==> src/rtl/pic_irq_dispatch_pkg.sv <==
// Shared PIC definitions: line count, SPR register offsets and the dispatch FSM encoding.
package pic_irq_dispatch_pkg;

    localparam int PIC_INTS = 20;

    localparam logic [1:0] PIC_OFS_PICMR = 2'd0;
    localparam logic [1:0] PIC_OFS_PICSR = 2'd2;
    localparam int         PICOFS_MSB    = 1;
    localparam int         PICOFS_LSB    = 0;

    typedef logic [2:0] pic_state_t;

    localparam pic_state_t ST_IDLE    = 3'd0;
    localparam pic_state_t ST_READ    = 3'd1;
    localparam pic_state_t ST_REQ     = 3'd2;
    localparam pic_state_t ST_CLEAR   = 3'd3;
    localparam pic_state_t ST_SERVICE = 3'd4;

    function automatic logic [31:0] picsr_addr(input logic [31:0] base);
        return base | {30'd0, PIC_OFS_PICSR};
    endfunction

endpackage

==> src/rtl/pic_prio_enc.sv <==
// Lowest-set-bit priority encoder: bit 0 wins, `any` flags a non-empty request vector.
module pic_prio_enc #(
    parameter int PIC_INTS = 20,
    parameter int ID_W     = 5
) (
    input  logic [PIC_INTS-1:0] req,
    output logic [ID_W-1:0]     id,
    output logic                any
);

    // Scan downward so the lowest set index is the last one written.
    always_comb begin
        id = '0;
        for (int i = PIC_INTS - 1; i >= 0; i--) begin
            if (req[i]) begin
                id = ID_W'(i);
            end
        end
    end

    assign any = |req;

endmodule

==> src/rtl/pic_irq_dispatch.sv <==
// Core-side PIC dispatcher: reads PICSR, requests the exception for the highest-priority
// source, clears its PICSR bit with a same-cycle read-modify-write, then waits for end of service.
module pic_irq_dispatch #(
    parameter int          PIC_INTS = pic_irq_dispatch_pkg::PIC_INTS,
    parameter logic [31:0] PIC_BASE = 32'h0000_4800,
    parameter int          ID_W     = 5
) (
    input  logic            clock,
    input  logic            reset_n,
    input  logic            irq2core,
    input  logic            core_irq_en,
    input  logic            core_ready,
    output logic            spr_cs,
    output logic            spr_write,
    output logic [31:0]     spr_addr,
    output logic [31:0]     spr_dat_o,
    input  logic [31:0]     spr_dat_i,
    output logic            exc_req,
    output logic [ID_W-1:0] irq_id,
    input  logic            exc_ack,
    input  logic            irq_done,
    output logic            busy,
    output logic [7:0]      spurious_cnt
);

    import pic_irq_dispatch_pkg::pic_state_t;
    import pic_irq_dispatch_pkg::ST_IDLE;
    import pic_irq_dispatch_pkg::ST_READ;
    import pic_irq_dispatch_pkg::ST_REQ;
    import pic_irq_dispatch_pkg::ST_CLEAR;
    import pic_irq_dispatch_pkg::ST_SERVICE;
    import pic_irq_dispatch_pkg::picsr_addr;

    localparam logic [31:0] VALID_MASK = (PIC_INTS >= 32) ? 32'hFFFF_FFFF
                                                          : ((32'd1 << PIC_INTS) - 32'd1);

    pic_state_t      state_q, state_d;
    logic [ID_W-1:0] irq_id_q, irq_id_d;
    logic [7:0]      spurious_cnt_q, spurious_cnt_d;
    logic [ID_W-1:0] enc_id;
    logic            enc_any;
    logic [31:0]     clr_data;

    pic_prio_enc #(
        .PIC_INTS (PIC_INTS),
        .ID_W     (ID_W)
    ) u_prio_enc (
        .req (spr_dat_i[PIC_INTS-1:0]),
        .id  (enc_id),
        .any (enc_any)
    );

    always_comb begin
        state_d        = state_q;
        irq_id_d       = irq_id_q;
        spurious_cnt_d = spurious_cnt_q;
        case (state_q)
            ST_IDLE: begin
                if (irq2core && core_irq_en && core_ready) begin
                    state_d = ST_READ;
                end
            end
            ST_READ: begin
                if (enc_any) begin
                    irq_id_d = enc_id;
                    state_d  = ST_REQ;
                end else begin
                    state_d = ST_IDLE;
                    if (spurious_cnt_q != 8'hFF) begin
                        spurious_cnt_d = spurious_cnt_q + 8'd1;
                    end
                end
            end
            // Once committed the request stands; only the core's ack moves us on.
            ST_REQ: begin
                if (exc_ack) begin
                    state_d = ST_CLEAR;
                end
            end
            ST_CLEAR:   state_d = ST_SERVICE;
            ST_SERVICE: begin
                if (irq_done) begin
                    state_d = ST_IDLE;
                end
            end
            default:    state_d = ST_IDLE;
        endcase
    end

    always_ff @(posedge clock or negedge reset_n) begin
        if (!reset_n) begin
            state_q        <= ST_IDLE;
            irq_id_q       <= '0;
            spurious_cnt_q <= '0;
        end else begin
            state_q        <= state_d;
            irq_id_q       <= irq_id_d;
            spurious_cnt_q <= spurious_cnt_d;
        end
    end

    // Live PICSR passes straight through so bits the PIC latches this cycle survive the clear.
    assign clr_data = spr_dat_i & VALID_MASK & ~(32'd1 << irq_id_q);

    assign exc_req      = (state_q == ST_REQ);
    assign busy         = (state_q != ST_IDLE);
    assign spr_cs       = (state_q == ST_READ) || (state_q == ST_CLEAR);
    assign spr_write    = (state_q == ST_CLEAR);
    assign spr_addr     = spr_cs ? picsr_addr(PIC_BASE) : 32'd0;
    assign spr_dat_o    = (state_q == ST_CLEAR) ? clr_data : 32'd0;
    assign irq_id       = irq_id_q;
    assign spurious_cnt = spurious_cnt_q;

endmodule

==> config.mk <==
export PLATFORM = sky130hd
export DESIGN_NAME = pic_irq_dispatch
export DESIGN_NICKNAME = d
export VERILOG_FILES = /design/src/rtl/pic_irq_dispatch_pkg.sv /design/src/rtl/pic_prio_enc.sv /design/src/rtl/pic_irq_dispatch.sv
export SDC_FILE = /design/constraint.sdc
export NUM_CORES = 1
export LEC_CHECK = 0
export BUFFER_PORTS_ARGS = -buffer_cell sky130_fd_sc_hd__buf_2
export CORE_MARGIN = 2
export CORE_UTILIZATION = 37
export DETAILED_ROUTE_END_ITERATION = 7
export GPL_TIMING_DRIVEN = 0
export PLACE_DENSITY = 0.82
export SYNTH_ARGS = -nofsm -noshare
export SYNTH_HDL_FRONTEND = slang
export SYNTH_HIERARCHICAL = 1
export SYNTH_SLANG_ARGS = --single-unit
==> constraint.sdc <==
create_clock -name clock -period 1.9 [get_ports clock]
set_input_delay 0.19 -clock clock [delete_from_list [all_inputs] [get_ports clock]]
set_output_delay 0.19 -clock clock [all_outputs]
set_load 0.03 [all_outputs]
## After elaboration in Yosys (flattened, before gate mapping)

Cells that the tools add are included.

- Register bits after elaboration: 16
- Input port bits: 39
- Output and inout port bits: 81
- Word-level logic and storage cells: 52

- Add/sub/neg operators: 1
- Eq/ne operators: 8
- Shifts and indexed selects: 1
- Muxes and demuxes: 27
- Bitwise logic cells: 3
- Reductions and logical operators: 9

Operator list:

| kind | count |
|---|---|
| $mux 5 | 20 |
| $and 20x32->32 | 1 |
| $mux 32 | 1 |
| $not 32->32 | 1 |
| $shl 1x5->32 const A | 1 |
| $reduce_or 20->1 | 1 |
| $mux 15 | 1 |
| $pmux 3 s5 | 1 |
| $mux 3 | 3 |
| $add 8x1->8 const B | 1 |
| $ne 8x8->1 const B | 1 |
| $eq 3x2->1 const B | 2 |
| $reduce_and 3->1 | 2 |
| $ne 2x2->1 const B | 2 |
| $eq 3x1->1 const B | 1 |
| $eq 3x3->1 const B | 1 |
| $logic_not 3->1 | 1 |
| $reduce_bool 3->1 | 1 |
| $logic_and 1x1->1 | 2 |
| $mux 2 | 1 |
| $ne 2x1->1 const B | 1 |
| $reduce_and 2->1 | 1 |
| $logic_or 1x1->1 | 1 |
| $not 1->1 | 1 |

## Depth between registers and ports, before layout

Gate-level depths: netlist of run 1.

- Depth in word-level cells: 20
- Depth in mapped cells: 7
- Mapped depth without buffers: 6

## Hierarchy

The synthesis of run 1 kept the hierarchy.

By module, submodules not included:

| module | instances | cells each | area an instance (µm²) | sequential area each (µm²) |
|---|---|---|---|---|
| pic_irq_dispatch | 1 | 160 | 1,393.8 | 400.4 |
| pic_prio_enc | 1 | 39 | 231.5 | 0.0 |

## Least setup slack after synthesis of run 1

Ideal clock, no wire load.

- Kind: input-to-reg
- Start: input port spr_dat_i[11]
- End: register spurious_cnt_q[7] (netlist: spurious_cnt[7])
- Setup time: 0.128 ns
- Data arrival time: 2.007 ns
- Data required time: 1.772 ns
- Setup slack: -0.235 ns
- Stages: 7
- Buffers on the path: 1
- Path through: nor4_1 and3_1 nand4_1 or4b_1 buf_2 nor4_2 mux2_1

- Cells in the longest elaborated chain, start to end: 3

RTL lines:

| item | RTL line | text |
|---|---|---|
| from (decl) | pic_irq_dispatch.sv:17 | `input logic [31:0] spr_dat_i,` |
| $reduce_or 20->1 | pic_prio_enc.sv:21 | `assign any = \|req;` |
| named net enc_any | pic_irq_dispatch.sv:41 | `logic enc_any;` |
| $not 1->1 (no source line) | - |  |
| $reduce_and 3->1 (no source line) | - |  |
| to (signal assigned) | pic_irq_dispatch.sv:98 | `spurious_cnt_q <= spurious_cnt_d;` |
| to (decl) | pic_irq_dispatch.sv:39 | `logic [7:0] spurious_cnt_q, spurious_cnt_d;` |

The timed path passes the listed nets, and every way through them passes these cells.
A chain may end at the register's enable or synchronous reset.

## Worst setup path in the final report of run 1

- Start: input port spr_dat_i[10]
- End: register spurious_cnt_q[1] (netlist: spurious_cnt[1])

The elaborated chain is that of the path after synthesis.

==> flow_metrics.py, run 1 <==
metrics = {
    "route": {
        "drt-total-wl_um": 4560,
        "drt-pass1-iter-count": 4,
        "vias_per_cell": 4.83,
        "routed-via-count": 1763,
        "wl_per_cell_um": 12.5,
        "drt-initial-drc-count": 140,
        "wl_met1_um": 1650,
        "routed.top_layer": "met4",
        "wl_met2_um": 2370,
        "wl_met3_um": 450,
        "drcViolationCount": 0,
        "postRouteAntennaNets": 0,
    },
    "synthesis": {
        "ys_async_sr_fraction": 1.00,
        "synth_edf_count": 0,
        "netlist_area_um2": 1630,
        "ys_seq_elements": 16,
        "seq_area_frac_synth": 0.246,
        "yosysWarnings": 6,
        "synth_cells": 199,
        "ys.flop_type": "dfrtp_1",
        "ys_types": 49,
        "postSynthAreaPerCell_um2": 8.17,
    },
    "cts": {
        "cts_buffer_depth": 2,
        "tritoncts": "yes",
        "h-tree-depth": 1,
        "path_clk_slew_ns": 0.06,
        "clock-sinks": 16,
        "cts-root-buf": "clkbuf_8",
        "cts-buffers-inserted": 3,
        "clk_latency_ns": 0.25,
    },
    "final_layout": {
        "areaGrowthSynthToFinish_pct": 47.3,
        "drive_gt1_frac": 0.489,
        "nNetsFinal": 354,
        "antennaDiodeCount": 0,
        "stdcell_count": 365,
    },
    "grt": {
        "track_usage": 0.170,
        "antenna_found_initial": 0,
        "grt_pass1_wl_um": 7070,
        "grt_overflow": 0,
        "grt_pass1_vias": 1512,
        "grt_max_degree": 17,
    },
    "sta": {
        "fmax_mhz": 510,
        "worst_pin_slew_ns": 0.515,
        "rsz0062_at_grt": "yes",
        "fin_crit_sh": 1.03,
        "hold_violations": 0,
        "slew_headroom": 0.652,
        "finalClockSkew_ns": 0.00372,
        "period_minus_slack_ns": 1.96,
        "final-setup-viol-count": 2,
        "finalMaxSlewViolations": 0,
        "layout_setup_ws_ns": -0.0608,
    },
    "worst_hold_path": {
        "hp-class": "input port to flip-flop",
        "whs_path_depth": 3,
        "min_from": "exc_ack",
        "min_to": "state_q[0]$_DFFE_PN0P_",
    },
    "critical_path": {
        "worstPathCellList": "buf_8 > nor4_4 > and3_4 > nand4_1 > or4b_1 > buf_6 > a41o_1 > mux2_4",
        "slowest_delay_ns": 0.50,
        "crit_slowest_cell": "or4b_1",
        "end_kind": "flip-flop",
        "cp_top_family": "simple AND/OR/NAND/NOR gates",
        "path_class": "input port to flip-flop",
        "crit_cells": 8,
        "critPathLaunchType": "input port",
        "path_max_fanout": 6,
        "reg2reg_slack_ns": 0.09,
        "path_buf_inv": 2,
        "cp.required_ns": 2.04,
        "crit_arrival_ns": 2.10,
        "timing.rr.start": "state_q[1]$_DFFE_PN0P_",
        "rr_endpoint": "spurious_cnt[1]$_DFFE_PN0P_",
        "r2r_cells": 4,
    },
    "placed_design": {
        "portBuffers": 66,
        "dp.cells": 357,
        "place_ws_ns": -0.485,
        "dp_hpwl_um": 3510,
        "routabilityCongestion": 0.900,
    },
    "floorplan": {
        "rows": 24,
        "ios": 120,
        "die_y_um": 70.3,
        "start_util": 0.378,
        "die_area_um2": 4940,
        "die_w_um": 70.3,
        "coreArea_um2": 4290,
    },
    "flow_run": {
        "maxCapViolations": 0,
    },
    "power_and_ir_drop": {
        "p_leak_nw": 1.30,
        "vdd_drop_max_uv": 374,
        "pwr_density_cell_nw_per_um2": 787,
        "p_total_mw": 1.88,
    },
    "status": {
        "failed_checks": "negative setup slack",
        "outcome": "finished with violations",
    },
}
-- how the worst max path moves through the flow --
stage / from / to
finish: spr_dat_i[10] / spurious_cnt[1]$_DFFE_PN0P_
global placement: spr_dat_i[7] / spurious_cnt[1]$_DFFE_PN0P_
floorplan: spr_dat_i[11] / spurious_cnt[1]$_DFFE_PN0P_
global route: spr_dat_i[10] / spurious_cnt[1]$_DFFE_PN0P_
detailed placement: spr_dat_i[7] / spurious_cnt[1]$_DFFE_PN0P_
CTS: spr_dat_i[8] / spurious_cnt[1]$_DFFE_PN0P_
-- repair_timing --
item,4_1_cts,5_1_grt
hold endpoints to repair,16,0
resized for setup,17,7
buffers inserted,3,2
pin swaps,4,2
endpoints found under the setup margin,25,25
hold buffers,1,0
-- final cells by class --
cell class,instances,area (um2)
buffer,50,365
fill,385,1900
clock buffer,4,55.1
inverter,5,18.8
sequential,16,403
multi-input combinational,166,1090
timing repair buffer,72,400
tap,52,65.1
-- worst register-to-register path: stages, from the launching register on --
cell and delay, ns:
dfrtp_2 0.46, or4b_1 0.55, buf_6 0.15, a41o_1 0.24
mux2_4 0.30
-- power by group --
part / total (mW) / switching [mW] / internal, mW
logic: 1.07 / 0.688 / 0.382
registers: 0.516 / 0.123 / 0.393
clock network: 0.297 / 0.113 / 0.184
total: 1.88 / 0.924 / 0.959
-- through the flow --
stage,hold slack (ns),utilization,instance area [um2],TNS (ns)
global route,0.211,0.557,2390,-0.329
finish,0.209,0.557,2390,-0.0756
detailed placement,0.115,0.513,2200,-2.80
floorplan,-0.106,-,1810,-0.402
CTS,0.204,0.549,2360,-0.184
global placement,0.118,0.513,2200,-2.74
-- layer usage --
layer | vias to the layer above | global-route usage
met5 | - | 0
li1 | 864 | -
met3 | 11 | 0.0173
met2 | 111 | 0.291
met1 | 777 | 0.222
met4 | 0 | 0.0556
-- cell families (layout without fill, tap and decap cells) --
| kind of cell | count (synthesis) | after routing | synth area share |
|---|---|---|---|
| AND/OR/NAND/NOR | 74 | 74 | 0.254 |
| buffers and inverters | 57 | 131 | 0.234 |
| AO/OA/AOI/OAI | 40 | 40 | 0.190 |
| flip-flops | 16 | 16 | 0.246 |
| multiplexers | 6 | 6 | 0.0439 |
| XOR/XNOR | 4 | 4 | 0.0216 |
| adder cells (fa/ha/maj) | 1 | 1 | 0.00770 |
| other | 1 | 41 | 0.00231 |
-- layout by cell type (no fill, tap or decap), types with 2 or more instances in the layout --
master / synthesis / layout
nand2_1: 24 / 24
dfrtp_1: 16 / 14
nor2b_1: 2 / 2
nor3_2: 0 / 2
inv_1: 5 / 5
nor4_1: 6 / 2
mux2_2: 4 / 4
buf_4: 44 / 49
clkbuf_8: 0 / 4
nor3_1: 4 / 2
a41oi_1: 3 / 3
o211a_1: 2 / 2
clkbuf_4: 0 / 2
buf_8: 0 / 2
a211oi_1: 3 / 3
nand2b_1: 3 / 3
buf_2: 1 / 63
nand3_1: 2 / 2
nor4b_1: 2 / 2
xor2_1: 3 / 3
a21oi_2: 0 / 3
nor3b_2: 1 / 3
o311a_1: 5 / 5
or2_2: 3 / 3
a21oi_1: 14 / 11
clkbuf_1: 7 / 3
a31oi_1: 2 / 2
conb_1: 1 / 41
nor4_4: 0 / 3
nor4_2: 2 / 3
o21ai_0: 2 / 2
nor2_1: 12 / 11
dfrtp_2: 0 / 2
a2111oi_2: 2 / 2
-- Yosys cell counts, types with 2 or more instances --
library cell  instances  area share
or2_2                 3       0.012
o211a_1               2       0.012
xor2_1                3       0.016
o311a_1               5       0.031
a41oi_1               3       0.016
a21oi_1              14       0.043
inv_1                 5       0.012
mux2_2                4       0.028
nand2b_1              3       0.012
nor3_1                4       0.012
nor4_1                6       0.023
a211oi_1              3       0.014
nor2b_1               2      0.0077
nor2_1               12       0.028
clkbuf_1              7       0.016
a31oi_1               2      0.0077
nand3_1               2      0.0062
nor4b_1               2       0.011
dfrtp_1              16        0.25
buf_4                44        0.20
o21ai_0               2      0.0062
nand2_1              24       0.055
nor4_2                2       0.015
nor3b_1               3       0.014
a2111oi_2             2       0.018
-- state kept, by name, indices dropped and copies added, names as in the netlist --
register      flops
spurious_cnt      8
state_q           3
irq_id            5
Power figures use the tool's default switching activity.
==> inputs of run 2 (changes only) <==
--- a/config.mk
+++ b/config.mk
@@ -7,10 +7,10 @@
 export LEC_CHECK = 0
 export BUFFER_PORTS_ARGS = -buffer_cell sky130_fd_sc_hd__buf_2
 export CORE_MARGIN = 2
-export CORE_UTILIZATION = 37
+export CORE_UTILIZATION = 44
 export DETAILED_ROUTE_END_ITERATION = 7
 export GPL_TIMING_DRIVEN = 0
-export PLACE_DENSITY = 0.82
+export PLACE_DENSITY = 0.91
 export SYNTH_ARGS = -nofsm -noshare
 export SYNTH_HDL_FRONTEND = slang
 export SYNTH_HIERARCHICAL = 1
==> constraint.sdc (replaced) <==
create_clock -name clock -period 2.3 [get_ports clock]
set_input_delay 0.23 -clock clock [delete_from_list [all_inputs] [get_ports clock]]
set_output_delay 0.23 -clock clock [all_outputs]
set_load 0.03 [all_outputs]
==> run 2 against run 1 <==
Largest cell class unchanged. The flow now finishes without violations. Critical endpoint is now spurious_cnt[7]$_DFFE_PN0P_. Critical path type unchanged. Flip-flop and latch count unchanged. Register-to-register slack better by 0.28 ns. Design area down 5.6%.
==> flow_metrics.py, run 2 (synthesis gave the netlist of run 1 again) <==
metrics = {
    "status": {
        "outcome": "finished, final reports clean",
    },
    "worst_hold_path": {
        "hp-class": "input port to flip-flop",
    },
    "placed_design": {
        "portBuffers": 66,
        "routabilityCongestion": 0.931,
        "place_ws_ns": -0.228,
        "dp.cells": 353,
        "dp_hpwl_um": 3520,
    },
    "final_layout": {
        "final_cell_mix": "buf_2, buf_4, conb_1",
        "stdcell_count": 358,
        "areaGrowthSynthToFinish_pct": 39.0,
        "nNetsFinal": 351,
        "largest_reg_flops": 8,
        "antennaDiodeCount": 0,
        "final_common_cell": "buf_2",
        "drive_gt1_frac": 0.429,
        "fin_util": 0.626,
    },
    "route": {
        "wl_met1_um": 1700,
        "wl_met3_um": 386,
        "drt-pass1-iter-count": 5,
        "wl_met2_um": 2380,
        "drcViolationCount": 0,
        "wl_per_cell_um": 12.8,
        "routed.top_layer": "met4",
        "drt-total-wl_um": 4570,
        "vias_per_cell": 5.04,
        "drt-initial-drc-count": 129,
        "routed-via-count": 1806,
        "postRouteAntennaNets": 0,
    },
    "floorplan": {
        "coreArea_um2": 3610,
        "rows": 22,
        "ios": 120,
        "die_area_um2": 4200,
        "die_y_um": 64.8,
        "start_util": 0.451,
        "die_w_um": 64.8,
    },
    "critical_path": {
        "path_buf_inv": 2,
        "crit_end": "spurious_cnt[7]$_DFFE_PN0P_",
        "cp_top_family": "simple AND/OR/NAND/NOR gates",
        "startpoint": "spr_dat_i[11]",
        "worstPathCellList": "buf_2 > nor4_4 > and3_1 > nand4_1 > or4b_1 > buf_2 > nor4_2 > mux2_1",
        "crit_slowest_cell": "or4b_1",
        "crit_path_frequent_cell": "buf_2",
        "crit_cells": 8,
        "path_class": "input port to flip-flop",
        "cp.required_ns": 2.44,
        "path_max_fanout": 7,
        "r2r_cells": 4,
        "slowest_delay_ns": 0.50,
        "reg2reg_slack_ns": 0.37,
        "timing.rr.start": "state_q[2]$_DFFE_PN0P_",
        "end_kind": "flip-flop",
        "critPathLaunchType": "input port",
        "rr_endpoint": "spurious_cnt[7]$_DFFE_PN0P_",
        "crit_arrival_ns": 2.35,
    },
    "sta": {
        "slew_headroom": 0.665,
        "rsz0062_at_grt": "no",
        "layout_setup_ws_ns": 0.0869,
        "final-setup-viol-count": 0,
        "hold_ws_ns": 0.233,
        "finalMaxSlewViolations": 0,
        "fmax_mhz": 452,
        "fin_crit_sh": 0.962,
        "hold_violations": 0,
        "period_minus_slack_ns": 2.21,
        "worst_pin_slew_ns": 0.496,
        "finalClockSkew_ns": 0.00108,
        "totalNegativeSetupSlack_ns": 0,
    },
    "grt": {
        "grt_max_degree": 17,
        "track_usage": 0.211,
        "grt_pass1_wl_um": 6940,
        "antenna_found_initial": 0,
        "grt_pass1_vias": 1509,
        "grt_overflow": 0,
    },
    "cts": {
        "cts-buffers-inserted": 3,
        "post_cts_buffers": 0,
        "clk_latency_ns": 0.25,
        "h-tree-depth": 1,
        "tritoncts": "yes",
        "cts_buffer_depth": 2,
        "clock-sinks": 16,
        "path_clk_slew_ns": 0.06,
        "cts-root-buf": "clkbuf_8",
    },
    "power_and_ir_drop": {
        "clock_power_share": 0.167,
        "power_frac_comb": 0.585,
        "pwr_density_cell_nw_per_um2": 676,
        "vdd_drop_max_uv": 290,
        "internal_power_mw": 0.773,
        "p_sw_frac": 0.493,
        "p_leak_nw": 1.26,
        "power.switching_mw": 0.753,
        "power_frac_seq": 0.248,
    },
    "flow_run": {
        "maxCapViolations": 0,
    },
}
run 2: changes by cell type in the layout (fill, tap and decap cells not counted), sizes merged:
| cell | before | now |
|---|---|---|
| buf | 115 | 111 |
| clkbuf | 10 | 11 |
run 2: area by class of cell:
type | instances | area [um2]
fill | 329 | 1350
multi-input combinational | 166 | 1020
sequential | 16 | 400
buffer | 52 | 362
timing repair buffer | 67 | 340
tap | 48 | 60.1
clock buffer | 4 | 55.1
inverter | 5 | 18.8
run 2: worst min-delay path by stage:
| stage | start | endpoint | slack, ns | cells past startpoint |
|---|---|---|---|---|
| final | exc_ack | state_q[0]$_DFFE_PN0P_ | 0.23 | 3 |
| after global routing | exc_ack | state_q[0]$_DFFE_PN0P_ | 0.25 | 3 |
| after floorplan | reset_n | irq_id[0]$_DFFE_PN0P_ | -0.07 | 0 |
| after CTS | exc_ack | state_q[0]$_DFFE_PN0P_ | 0.23 | 3 |
| after detailed placement | reset_n | spurious_cnt[7]$_DFFE_PN0P_ | 0.16 | 1 |
| after global placement | reset_n | spurious_cnt[7]$_DFFE_PN0P_ | 0.15 | 1 |
run 2: what timing repair did:
item                       in CTS  in global routing
resized for setup               1                  3
cloned                          0                  0
hold endpoints to repair       16                  0
setup endpoints to repair       1                  2
hold buffers                    1                  0
pin swaps                       0                  1
run 2: tightest hold or removal path, delay by kind of cell:
kind	cells	cell delay, ns
AND/OR/NAND/NOR	1	0.06
buffers and inverters	1	0.10
AO/OA/AOI/OAI	1	0.06
run 2: per-layer routing:
| layer | vias to the layer above | global-route usage |
|---|---|---|
| met3 | 16 | 0.0226 |
| met2 | 111 | 0.354 |
| met5 | - | 0 |
| met1 | 822 | 0.267 |
| li1 | 857 | - |
| met4 | 0 | 0.104 |
run 2: power groups by stage:
| stage | clock [mW] | combinational, mW | sequential, mW |
|---|---|---|---|
| finish | 0.255 | 0.893 | 0.378 |
| CTS | 0.259 | 0.880 | 0.376 |
| global placement | 0 | 0.872 | 0.375 |
| global route | 0.278 | 0.945 | 0.385 |
| detailed placement | 0 | 0.876 | 0.379 |
| floorplan | 0 | 0.625 | 0.408 |
run 2: metrics by stage:
stage	power [mW]	instance area [um2]
2_1_floorplan	1.03	1780
3_3_place_gp	1.25	2170
3_5_place_dp	1.26	2170
4_1_cts	1.51	2240
5_1_grt	1.61	2260
6_report	1.53	2260
